## src/rtl/stack_sequencer_if.sv

```systemverilog
// Single data-memory port shared by the stack sequencer (master) and the memory (slave).
interface stack_sequencer_if #(
  parameter int ADDR_W = 12,
  parameter int DATA_W = 16
);
  logic              mem_rd;
  logic              mem_wr;
  logic [ADDR_W-1:0] mem_addr;
  logic [DATA_W-1:0] mem_wdata;
  logic [DATA_W-1:0] mem_rdata;

  modport master (output mem_rd, mem_wr, mem_addr, mem_wdata, input mem_rdata);
  modport slave  (input mem_rd, mem_wr, mem_addr, mem_wdata, output mem_rdata);
endinterface

```

## src/rtl/stack_sequencer.sv

```systemverilog
// Shared scheduler for multi-word stack transactions (CALL/RET/INT/RTI) and
// arbiter of the data-memory port against MEM-stage loads, stores, PUSH and POP.
module stack_sequencer #(
  parameter int                ADDR_W   = 12,
  parameter int                DATA_W   = 16,
  parameter logic [ADDR_W-1:0] SP_RESET = {ADDR_W{1'b1}}
) (
  input  logic                  clk,
  input  logic                  rst,
  input  logic                  i_call_req,
  input  logic                  i_ret_req,
  input  logic                  i_rti_req,
  input  logic                  i_int_req,
  input  logic [2*DATA_W-1:0]   i_pc_in,
  input  logic [2:0]            i_ccr_in,
  input  logic                  i_pipe_rd,
  input  logic                  i_pipe_wr,
  input  logic                  i_pipe_stack,
  input  logic [ADDR_W-1:0]     i_pipe_addr,
  input  logic [DATA_W-1:0]     i_pipe_wdata,
  stack_sequencer_if.master     mem_if,
  output logic [DATA_W-1:0]     o_pipe_rdata,
  output logic                  o_busy,
  output logic                  o_int_ack,
  output logic                  o_pc_load,
  output logic [2*DATA_W-1:0]   o_pc_out,
  output logic                  o_ccr_load,
  output logic [2:0]            o_ccr_out,
  output logic                  o_seq_done,
  output logic [ADDR_W-1:0]     o_sp_out,
  output logic                  o_stack_err
);
  typedef enum logic [2:0] {
    S_IDLE, S_PUSH_HI, S_PUSH_LO, S_PUSH_CCR, S_POP_CCR, S_POP_LO, S_POP_HI
  } state_t;
  typedef enum logic [1:0] {K_CALL, K_RET, K_INT, K_RTI} kind_t;

  localparam logic [ADDR_W-1:0] SP_ZERO = {ADDR_W{1'b0}};
  localparam logic [ADDR_W-1:0] SP_ONE  = {{(ADDR_W-1){1'b0}}, 1'b1};

  state_t              r_state, w_state_nxt;
  kind_t               r_kind, w_kind_nxt;
  logic [ADDR_W-1:0]   r_sp, w_sp_nxt, w_sp_inc;
  logic [DATA_W-1:0]   r_lo;
  logic [2*DATA_W-1:0] r_pc;
  logic [2:0]          r_ccr;
  logic                r_stack_err;
  logic                w_req_any, w_accept, w_push, w_pop, w_lo_en;

  assign w_req_any   = i_int_req | i_rti_req | i_ret_req | i_call_req;
  assign w_sp_inc    = r_sp + SP_ONE;
  assign o_busy      = (r_state != S_IDLE) | w_req_any;
  assign o_sp_out    = r_sp;
  assign o_stack_err = r_stack_err;

  // Next-state, port arbitration and per-state strobes
  always_comb begin
    w_state_nxt      = r_state;
    w_kind_nxt       = r_kind;
    w_accept         = 1'b0;
    w_push           = 1'b0;
    w_pop            = 1'b0;
    w_lo_en          = 1'b0;
    mem_if.mem_rd    = 1'b0;
    mem_if.mem_wr    = 1'b0;
    mem_if.mem_addr  = SP_ZERO;
    mem_if.mem_wdata = {DATA_W{1'b0}};
    o_pipe_rdata     = {DATA_W{1'b0}};
    o_int_ack        = 1'b0;
    o_pc_load        = 1'b0;
    o_pc_out         = {(2*DATA_W){1'b0}};
    o_ccr_load       = 1'b0;
    o_ccr_out        = 3'b000;
    o_seq_done       = 1'b0;
    case (r_state)
      S_IDLE: begin
        // The pipeline owns the port in IDLE; an accepted sequence starts next cycle.
        if (i_pipe_wr) begin
          mem_if.mem_wr    = 1'b1;
          mem_if.mem_wdata = i_pipe_wdata;
          mem_if.mem_addr  = i_pipe_stack ? r_sp : i_pipe_addr;
          w_push           = i_pipe_stack;
        end else if (i_pipe_rd) begin
          mem_if.mem_rd   = 1'b1;
          o_pipe_rdata    = mem_if.mem_rdata;
          mem_if.mem_addr = i_pipe_stack ? w_sp_inc : i_pipe_addr;
          w_pop           = i_pipe_stack;
        end else begin
          mem_if.mem_addr = SP_ZERO;
        end
        w_accept = w_req_any;
        if (i_int_req) begin
          w_kind_nxt  = K_INT;
          w_state_nxt = S_PUSH_HI;
          o_int_ack   = 1'b1;
        end else if (i_rti_req) begin
          w_kind_nxt  = K_RTI;
          w_state_nxt = S_POP_CCR;
        end else if (i_ret_req) begin
          w_kind_nxt  = K_RET;
          w_state_nxt = S_POP_LO;
        end else if (i_call_req) begin
          w_kind_nxt  = K_CALL;
          w_state_nxt = S_PUSH_HI;
        end else begin
          w_state_nxt = S_IDLE;
        end
      end
      S_PUSH_HI: begin
        mem_if.mem_wr    = 1'b1;
        mem_if.mem_addr  = r_sp;
        mem_if.mem_wdata = r_pc[2*DATA_W-1:DATA_W];
        w_push           = 1'b1;
        w_state_nxt      = S_PUSH_LO;
      end
      S_PUSH_LO: begin
        mem_if.mem_wr    = 1'b1;
        mem_if.mem_addr  = r_sp;
        mem_if.mem_wdata = r_pc[DATA_W-1:0];
        w_push           = 1'b1;
        if (r_kind == K_INT) begin
          w_state_nxt = S_PUSH_CCR;
        end else begin
          w_state_nxt = S_IDLE;
          o_seq_done  = 1'b1;
        end
      end
      S_PUSH_CCR: begin
        mem_if.mem_wr    = 1'b1;
        mem_if.mem_addr  = r_sp;
        mem_if.mem_wdata = {{(DATA_W-3){1'b0}}, r_ccr};
        w_push           = 1'b1;
        o_seq_done       = 1'b1;
        w_state_nxt      = S_IDLE;
      end
      S_POP_CCR: begin
        mem_if.mem_rd   = 1'b1;
        mem_if.mem_addr = w_sp_inc;
        w_pop           = 1'b1;
        o_ccr_load      = 1'b1;
        o_ccr_out       = mem_if.mem_rdata[2:0];
        w_state_nxt     = S_POP_LO;
      end
      S_POP_LO: begin
        mem_if.mem_rd   = 1'b1;
        mem_if.mem_addr = w_sp_inc;
        w_pop           = 1'b1;
        w_lo_en         = 1'b1;
        w_state_nxt     = S_POP_HI;
      end
      S_POP_HI: begin
        mem_if.mem_rd   = 1'b1;
        mem_if.mem_addr = w_sp_inc;
        w_pop           = 1'b1;
        o_pc_load       = 1'b1;
        o_pc_out        = {mem_if.mem_rdata, r_lo};
        o_seq_done      = 1'b1;
        w_state_nxt     = S_IDLE;
      end
      default: begin
        w_state_nxt = S_IDLE;
      end
    endcase
    if (w_push) begin
      w_sp_nxt = r_sp - SP_ONE;
    end else if (w_pop) begin
      w_sp_nxt = w_sp_inc;
    end else begin
      w_sp_nxt = r_sp;
    end
  end

  // State, stack pointer, operand latches and sticky error flag
  always_ff @(posedge clk) begin
    if (rst) begin
      r_state     <= S_IDLE;
      r_kind      <= K_CALL;
      r_sp        <= SP_RESET;
      r_lo        <= {DATA_W{1'b0}};
      r_pc        <= {(2*DATA_W){1'b0}};
      r_ccr       <= 3'b000;
      r_stack_err <= 1'b0;
    end else begin
      r_state <= w_state_nxt;
      r_kind  <= w_kind_nxt;
      r_sp    <= w_sp_nxt;
      if (w_lo_en) begin
        r_lo <= mem_if.mem_rdata;
      end
      if (w_accept) begin
        r_pc  <= i_pc_in;
        r_ccr <= i_ccr_in;
      end
      // Under/overflow is flagged but the access still wraps.
      if ((w_push && (r_sp == SP_ZERO)) || (w_pop && (r_sp == SP_RESET))) begin
        r_stack_err <= 1'b1;
      end
    end
  end
endmodule

```

## src/flat_wrapper.sv

```systemverilog
// flat-port wrapper written by rule: the top's interface ports become plain ports
module stack_sequencer_flat 
#(
  parameter int                ADDR_W   = 12,
  parameter int                DATA_W   = 16,
  parameter logic [ADDR_W-1:0] SP_RESET = {ADDR_W{1'b1}}
)
  (clk, rst, i_call_req, i_ret_req, i_rti_req, i_int_req, i_pc_in, i_ccr_in, i_pipe_rd, i_pipe_wr, i_pipe_stack, i_pipe_addr, i_pipe_wdata, o_pipe_rdata, o_busy, o_int_ack, o_pc_load, o_pc_out, o_ccr_load, o_ccr_out, o_seq_done, o_sp_out, o_stack_err, mem_if_mem_rd, mem_if_mem_wr, mem_if_mem_addr, mem_if_mem_wdata, mem_if_mem_rdata);
  stack_sequencer_if #(.ADDR_W(ADDR_W), .DATA_W(DATA_W)) mem_if_i ();
  input  logic clk;
  input  logic rst;
  input  logic i_call_req;
  input  logic i_ret_req;
  input  logic i_rti_req;
  input  logic i_int_req;
  input  logic [2*DATA_W-1:0] i_pc_in;
  input  logic [2:0] i_ccr_in;
  input  logic i_pipe_rd;
  input  logic i_pipe_wr;
  input  logic i_pipe_stack;
  input  logic [ADDR_W-1:0] i_pipe_addr;
  input  logic [DATA_W-1:0] i_pipe_wdata;
  output logic [DATA_W-1:0] o_pipe_rdata;
  output logic o_busy;
  output logic o_int_ack;
  output logic o_pc_load;
  output logic [2*DATA_W-1:0] o_pc_out;
  output logic o_ccr_load;
  output logic [2:0] o_ccr_out;
  output logic o_seq_done;
  output logic [ADDR_W-1:0] o_sp_out;
  output logic o_stack_err;
  output wire logic [$bits(mem_if_i.mem_rd)-1:0] mem_if_mem_rd;
  output wire logic [$bits(mem_if_i.mem_wr)-1:0] mem_if_mem_wr;
  output wire logic [$bits(mem_if_i.mem_addr)-1:0] mem_if_mem_addr;
  output wire logic [$bits(mem_if_i.mem_wdata)-1:0] mem_if_mem_wdata;
  input wire logic [$bits(mem_if_i.mem_rdata)-1:0] mem_if_mem_rdata;
  assign mem_if_mem_rd = mem_if_i.mem_rd;
  assign mem_if_mem_wr = mem_if_i.mem_wr;
  assign mem_if_mem_addr = mem_if_i.mem_addr;
  assign mem_if_mem_wdata = mem_if_i.mem_wdata;
  assign mem_if_i.mem_rdata = mem_if_mem_rdata;
  stack_sequencer #(.ADDR_W(ADDR_W), .DATA_W(DATA_W), .SP_RESET(SP_RESET)) u_core (.clk(clk), .rst(rst), .i_call_req(i_call_req), .i_ret_req(i_ret_req), .i_rti_req(i_rti_req), .i_int_req(i_int_req), .i_pc_in(i_pc_in), .i_ccr_in(i_ccr_in), .i_pipe_rd(i_pipe_rd), .i_pipe_wr(i_pipe_wr), .i_pipe_stack(i_pipe_stack), .i_pipe_addr(i_pipe_addr), .i_pipe_wdata(i_pipe_wdata), .mem_if(mem_if_i), .o_pipe_rdata(o_pipe_rdata), .o_busy(o_busy), .o_int_ack(o_int_ack), .o_pc_load(o_pc_load), .o_pc_out(o_pc_out), .o_ccr_load(o_ccr_load), .o_ccr_out(o_ccr_out), .o_seq_done(o_seq_done), .o_sp_out(o_sp_out), .o_stack_err(o_stack_err));
endmodule
```

## config.mk

```make
export PLATFORM = sky130hd
export DESIGN_NAME = stack_sequencer_flat
export DESIGN_NICKNAME = d
export VERILOG_FILES = /design/src/rtl/stack_sequencer_if.sv /design/src/rtl/stack_sequencer.sv /design/src/flat_wrapper.sv
export SDC_FILE = /design/constraint.sdc
export NUM_CORES = 1
export LEC_CHECK = 0
export BUFFER_PORTS_ARGS = -buffer_cell sky130_fd_sc_hd__buf_2
export CORE_MARGIN = 8
export CORE_UTILIZATION = 30
export CTS_BUF_LIST = sky130_fd_sc_hd__clkbuf_4
export DETAILED_ROUTE_END_ITERATION = 8
export PLACE_DENSITY = 0.61
export SYNTH_ARGS = -nofsm -noshare
export SYNTH_HDL_FRONTEND = slang
export SYNTH_SLANG_ARGS = --single-unit
export TNS_END_PERCENT = 10
```

## constraint.sdc

```tcl
create_clock -name clk -period 3.1 [get_ports clk]
set_clock_uncertainty 0.05 [all_clocks]
set_input_delay 0.93 -clock clk [delete_from_list [all_inputs] [get_ports clk]]
set_output_delay 0.93 -clock clk [all_outputs]
set_load 0.005 [all_outputs]
```

==> results of run 1 <==
## worst max-delay path by stage
stage / from / endpoint
after floorplan: i_pipe_wr / mem_if_mem_wdata[5]
after global routing: u_core.o_sp_out[2] / mem_if_mem_addr[11]
final: i_pipe_stack / mem_if_mem_addr[10]
after CTS: u_core.r_state[1] / mem_if_mem_wdata[12]
after detailed placement: i_pipe_stack / mem_if_mem_addr[10]
after global placement: i_pipe_stack / mem_if_mem_addr[10]
## report_power, final
group / internal, mW / switching, mW
clock: 0.167 / 0.359
combinational: 0.619 / 0.770
sequential: 0.993 / 0.0801
## sequential cells by signal (all words and copies together), names as in the netlist
| signal | count |
|---|---|
| u_core.o_sp_out | 12 |
| u_core.o_stack_err | 1 |
| u_core.r_ccr | 3 |
| u_core.r_kind | 2 |
| u_core.r_lo | 16 |
| u_core.r_pc | 32 |
| u_core.r_state | 3 |
## repair_timing
action,4_1_cts,5_1_grt
gates resized for setup,15,20
pin swaps,0,6
endpoints found under the setup margin,53,46
setup buffers,0,3
hold buffers,0,0
endpoints found under the hold margin,0,0
## layout make-up
type                            count  area, µm²
Inverter                            8      30.03
Clock buffer                        9      67.56
Multi-Input combinational cell    451       2630
Fill cell                        1436       7968
Timing Repair Buffer              234       1343
Clock inverter                      7      51.30
Antenna cell                        1      2.502
Tap cell                          180      225.2
Sequential cell                    69       1403
## layer usage
metal | vias up | part of all wire [%]
li1 | 2416 | -
met1 | 2215 | 45
met2 | 188 | 47
met3 | 9 | 8.0
met4 | 0 | 0.73
met5 | - | 0
## worst max-delay path: stages
cell     delay, ns
buf_2         0.21
nor2b_2       0.27
a31oi_2       0.15
nor2_4        0.14
nor2_1        0.04
o21ai_1       0.16
buf_2         0.14
## metrics by stage
stage          power (mW)  area, µm²
2_1_floorplan       1.843       4165
3_3_place_gp        2.369       5483
3_5_place_dp        2.371       5483
4_1_cts             2.953       5650
5_1_grt             3.235       5752
6_report            2.989       5752
## kinds of logic (layout without fill, tap and decap cells)
kind of cell    count (synthesis)  in the layout  synth area share (%)
simple gates                  283            283                 32.98
mux                             4              4                 1.051
other cells                     0              1                     0
flops                          69             69                 33.16
fa+ha+maj                       3              3                0.9013
buf+inv                        62            258                 6.098
compound gates                145            145                 22.44
xor+xnor                       16             16                 3.364
## cells in the final DEF, fill, tap and decap left out, types with 4 or more instances in the layout
master    count
nand3_1       7
o21ai_0      21
a21oi_1      67
nor3_1        9
and3_1       38
dfxtp_1      62
a32oi_1       4
and2_1       20
xnor2_1      11
buf_2       185
a22oi_1       7
clkbuf_4      9
a222oi_1     11
a211o_1       4
buf_4        43
nor4_1        4
nor2_1       32
nand2b_1     10
nand2_1     130
inv_1         7
xor2_1        5
dfxtp_4       5
nor2b_1       4
==> key figures, run 1 <==
Critical path
  – Worst-path maximum fanout: 12
  – FF-to-FF path depth: 6
  – R2R Setup Slk: ~0.90 ns
  – Reg2reg start: u_core.r_state[2]
  – Critical path class: input port to primary output
  – RR Endpoint: u_core.o_sp_out[5]
  – Arrival @ worst endpoint: 2.05 ns
  – Crit path required time: about 2.1 ns
  – CP startpoint kind: input port
  – CP endpoint kind: primary output

Logic synthesis
  – Post-Syn Instances: just under 600
  – Commonest cells post-synth: nand2_1 (130), dfxtp_1 (69), a21oi_1 (67)
  – Prevailing post-synth register cell: dfxtp_1
  – Largest cells by area after synthesis: dfxtp_1 (33%), nand2_1 (12%), a21oi_1 (8.1%), and3_1 (5.7%), clkbuf_1 (3.6%)
  – Ys async rst share: 0%
  – Yosys top cell area share: ~33%
  – Mapped Nets: between 600 and 700
  – Post-Syn Area: approximately 4200 µm²
  – Yosys top cell by area: dfxtp_1
  – Cell variety after synth: 58
  – Post-synth EDFFs: 0
  – YS warnings: 0
  – #FFs+latches synth: 69
  – Top-count cell post-synth: nand2_1
  – Seq/Total Area, Yosys: between 30% and 40%
  – Syn avg cell area: between 7 and 8 µm²

Drt
  – Drt pass-1 iters: 8
  – DR iter-0 viols: between 300 and 400
  – Routed Antenna Nets: 0
  – Post-Route WL: between 15000 and 20000 µm
  – Vias per Instance: 5.034
  – Drt drc: 0
  – Via count: between 4000 and 5000
  – WL/cell: about 16 µm

Outcome
  – Status: finished clean

CTS
  – Number of H-tree levels: 3
  – CTS Root Cell: clkbuf_4
  – CTS tree: built
  – Skew-Pair Late Insertion Delay: 0.42 ns
  – CTS Buffer Depth: 2
  – TritonCTS buffer count: 9
  – Clk sinks: approximately 70
  – Reg clk slew, reported paths: 0.12 ns

Global route
  – GRT busiest layer: met2
  – Vias in the first global route: 4695
  – Total GRT Usage: 16.34%
  – Routing usage on met2: a little over a quarter
  – First-pass GRT wire length: 24100 µm
  – Met3 usage: 4.824%
  – Met1 GRT Util: about a fifth
  – Gr ovfl total: 0
  – Initial antenna violation count: 1
  – Largest net degree at the start of global routing: 50

Timing
  – Final max-slew violation count: 0
  – Slew headroom: 55.99%
  – Final setup violating endpoints: 0
  – Final worst slack: about 0.074 ns
  – Hold Vio Cnt, Final: 0
  – Worst Tran Pin Value: 0.6602 ns
  – Tcrit/Tclk final: 97.61%
  – Max Clock Freq: 330.5 MHz
  – Sum Neg Setup Slack: 0 ns
  – Minimum hold slack: roughly 0.41 ns
  – Time the worst path needs with I/O delays and setup: about 3.0 ns
  – RSZ-0062 raised after global routing: true

Pwr
  – Highest ir drop seen on vdd: between 0.2 and 0.25 mV
  – PD cells: between 500 and 600 nW/µm²
  – Leak: 2.767 nW

Hold path
  – Worst hold path depth: 2
  – Hold EP: u_core.r_lo[15]
  – Hold_sp: u_core.r_lo[15]
  – Hold Path Class: register to register

Layout
  – Area grow syn2layout: 38.09%
  – Final net count: 864
  – Finished Layout Cells: 959
  – Core Util, Final: a little over two fifths
  – Share of layout cells above drive strength 1: 37.15%

Die
  – Starting Density: 30.36%
  – Die ar.: about 18000 µm²
  – Die Span X: approximately 130 µm
  – Ports: ~190
  – Core ar.: between 10000 and 15000 µm²
  – DIE HEIGHT: between 100 and 150 µm
  – Site Rows: 43

Placement
  – DP HPWL: ~11000 µm
  – Port Buf Inserts: about 190
  – GP Congestion: a little under 0.9
  – Inst Count DP: roughly 940
  – Pre-CTS WS: -0.05173 ns

Run
  – Max-cap violations: 0
Power figures use the tool's default switching activity.
==> run 2: changes to the inputs <==
--- a/config.mk
+++ b/config.mk
@@ -11,6 +11,7 @@
 export CTS_BUF_LIST = sky130_fd_sc_hd__clkbuf_4
 export DETAILED_ROUTE_END_ITERATION = 8
 export PLACE_DENSITY = 0.61
+export SETUP_SLACK_MARGIN = 0.5
 export SYNTH_ARGS = -nofsm -noshare
 export SYNTH_HDL_FRONTEND = slang
 export SYNTH_SLANG_ARGS = --single-unit
==> key figures, run 2 (synthesis gave the netlist of run 1 again) <==
Global route
  – Vias in the first global route: just under 5000
  – Total GRT Usage: approximately 17%
  – First-pass GRT wire length: 25410 µm
  – Initial antenna violation count: 2
  – Largest net degree at the start of global routing: between 40 and 50
  – Gr ovfl total: 0

Pwr
  – Clock power frac: approximately 18%
  – Highest ir drop seen on vdd: between 0.15 and 0.2 mV
  – Switch share: between 30% and 40%
  – Final Power: roughly 3.4 mW
  – Pint: about 2.1 mW
  – PD cells: 506.8 nW/µm²
  – Net load switching power: 1.352 mW
  – Logic pwr share: 50.6%
  – Leak: 2.981 nW
  – Sequential Power Share: 31.5%

Drt
  – Drt pass-1 iters: 6
  – Post-Route WL: about 17000 µm
  – Via count: 5083
  – Drt drc: 0
  – DR iter-0 viols: ~380
  – WL/cell: about 17 µm
  – Routed Antenna Nets: 0
  – Vias per Instance: between 5 and 6

Die
  – Ports: between 150 and 200
  – Die ar.: between 15000 and 20000 µm²
  – Starting Density: between 30 and 40%
  – Core ar.: 13720 µm²
  – Site Rows: 43
  – Die Span X: between 100 and 150 µm
  – DIE HEIGHT: between 100 and 150 µm

Timing
  – Sum Neg Setup Slack: 0 ns
  – Final worst slack: ~0.071 ns
  – RSZ-0062 raised after global routing: true
  – Hold Vio Cnt, Final: 0
  – Tcrit/Tclk final: 97.71%
  – Max Clock Freq: between 300 and 400 MHz
  – Minimum hold slack: just over 0.4 ns
  – Worst Tran Pin Value: slightly below 0.8 ns
  – Final setup violating endpoints: 0
  – Final max-slew violation count: 0
  – Time the worst path needs with I/O delays and setup: 3.029 ns
  – Slew headroom: 48.51%

Placement
  – DP HPWL: approximately 12000 µm
  – Pre-CTS WS: about 0.016 ns
  – DP Area: between 5000 and 6000 µm²
  – GP Congestion: between 0.8 and 0.9
  – Inst Count DP: between 900 and 1000
  – Port Buf Inserts: around 190

CTS
  – Clk sinks: 69
  – Skew-Pair Late Insertion Delay: 0.42 ns
  – Reg clk slew, reported paths: ~0.12 ns
  – CTS tree: built
  – Hold Buf Count CTS: 0
  – Number of H-tree levels: 3
  – CTS Root Cell: clkbuf_4
  – TritonCTS buffer count: 9
  – CTS Buffer Depth: 2

Layout
  – Core Util, Final: 49.52%
  – Most common cell after layout, fill and taps aside: buf_2
  – Area grow syn2layout: 63.11%
  – Share of layout cells above drive strength 1: 48.44%
  – Max FFs per register: 32
  – Finished Layout Cells: about 980
  – Final net count: around 890
  – Commonest non-fill, non-tap cells in the layout: buf_2 (133), nand2_1 (128), buf_6 (67)
  – Most flop-heavy register: u_core.r_pc
  – Finished Cell Area: just under 7000 µm²

Critical path
  – Crit path required time: roughly 2.1 ns
  – Arrival @ worst endpoint: 2.05 ns
  – Critical Path Start: u_core.o_sp_out[0]
  – Critical path class: register to primary output
  – CP startpoint kind: register
  – Reg2reg start: u_core.o_sp_out[2]
  – Worst-path maximum fanout: 4
  – CP endpoint kind: primary output

Hold path
  – Hold_sp: u_core.r_pc[27]
  – Hold Path Class: register to register

Outcome
  – Status: finished clean

Run
  – Max-cap violations: 0
## run 2: final cells by class
type / count / area [µm²]
Tap cell: 180 / 225.2
Fill cell: 1395 / 6925
Multi-Input combinational cell: 451 / 2980
Timing Repair Buffer: 257 / 1987
Antenna cell: 1 / 2.502
Sequential cell: 69 / 1413
Clock inverter: 7 / 73.82
Clock buffer: 9 / 67.56
Inverter: 8 / 45.04
## run 2: what timing repair did
item,CTS,global route
hold endpoints to repair,0,0
resized for setup,49,152
pin swaps,9,62
cloned,2,0
endpoints found under the setup margin,86,85
buffers inserted,19,6
## run 2: power by group through the flow
| stage | registers, mW | logic, mW | clock network [mW] |
|---|---|---|---|
| 2_1_floorplan | 1.06 | 0.820 | 0 |
| 3_3_place_gp | 1.10 | 1.33 | 0 |
| 3_5_place_dp | 1.10 | 1.34 | 0 |
| 4_1_cts | 1.08 | 1.56 | 0.640 |
| 5_1_grt | 1.10 | 1.89 | 0.683 |
| 6_report | 1.09 | 1.74 | 0.615 |
## run 2: path summary, 6_finish.rpt
path / to / slack [ns] / cells after the start
worst max-delay path: mem_if_mem_addr[7] / 0.07 / 8
worst min-delay path: u_core.r_pc[27] / 0.41 / 2
worst max register to register: u_core.o_sp_out[7] / 0.98 / 7
worst min register to register: u_core.r_pc[27] / 0.41 / 2
## run 2: worst max-delay path: stages, from the launching register on
cell	delay [ns]
dfxtp_4	0.39
nand4_1	0.22
buf_6	0.22
buf_6	0.12
nor3_4	0.11
xor2_1	0.17
mux2i_1	0.09
o22ai_1	0.17
buf_2	0.14
## run 2: metal layers
layer	share of wire, %	wire, µm	track usage [%]	up-vias
li1	-	-	-	2472
met1	42	7221	21.46	2392
met2	49	8280	28.40	191
met3	7.2	1225	4.712	26
met4	1.7	291	6.363	2
met5	0.047	8	0	-
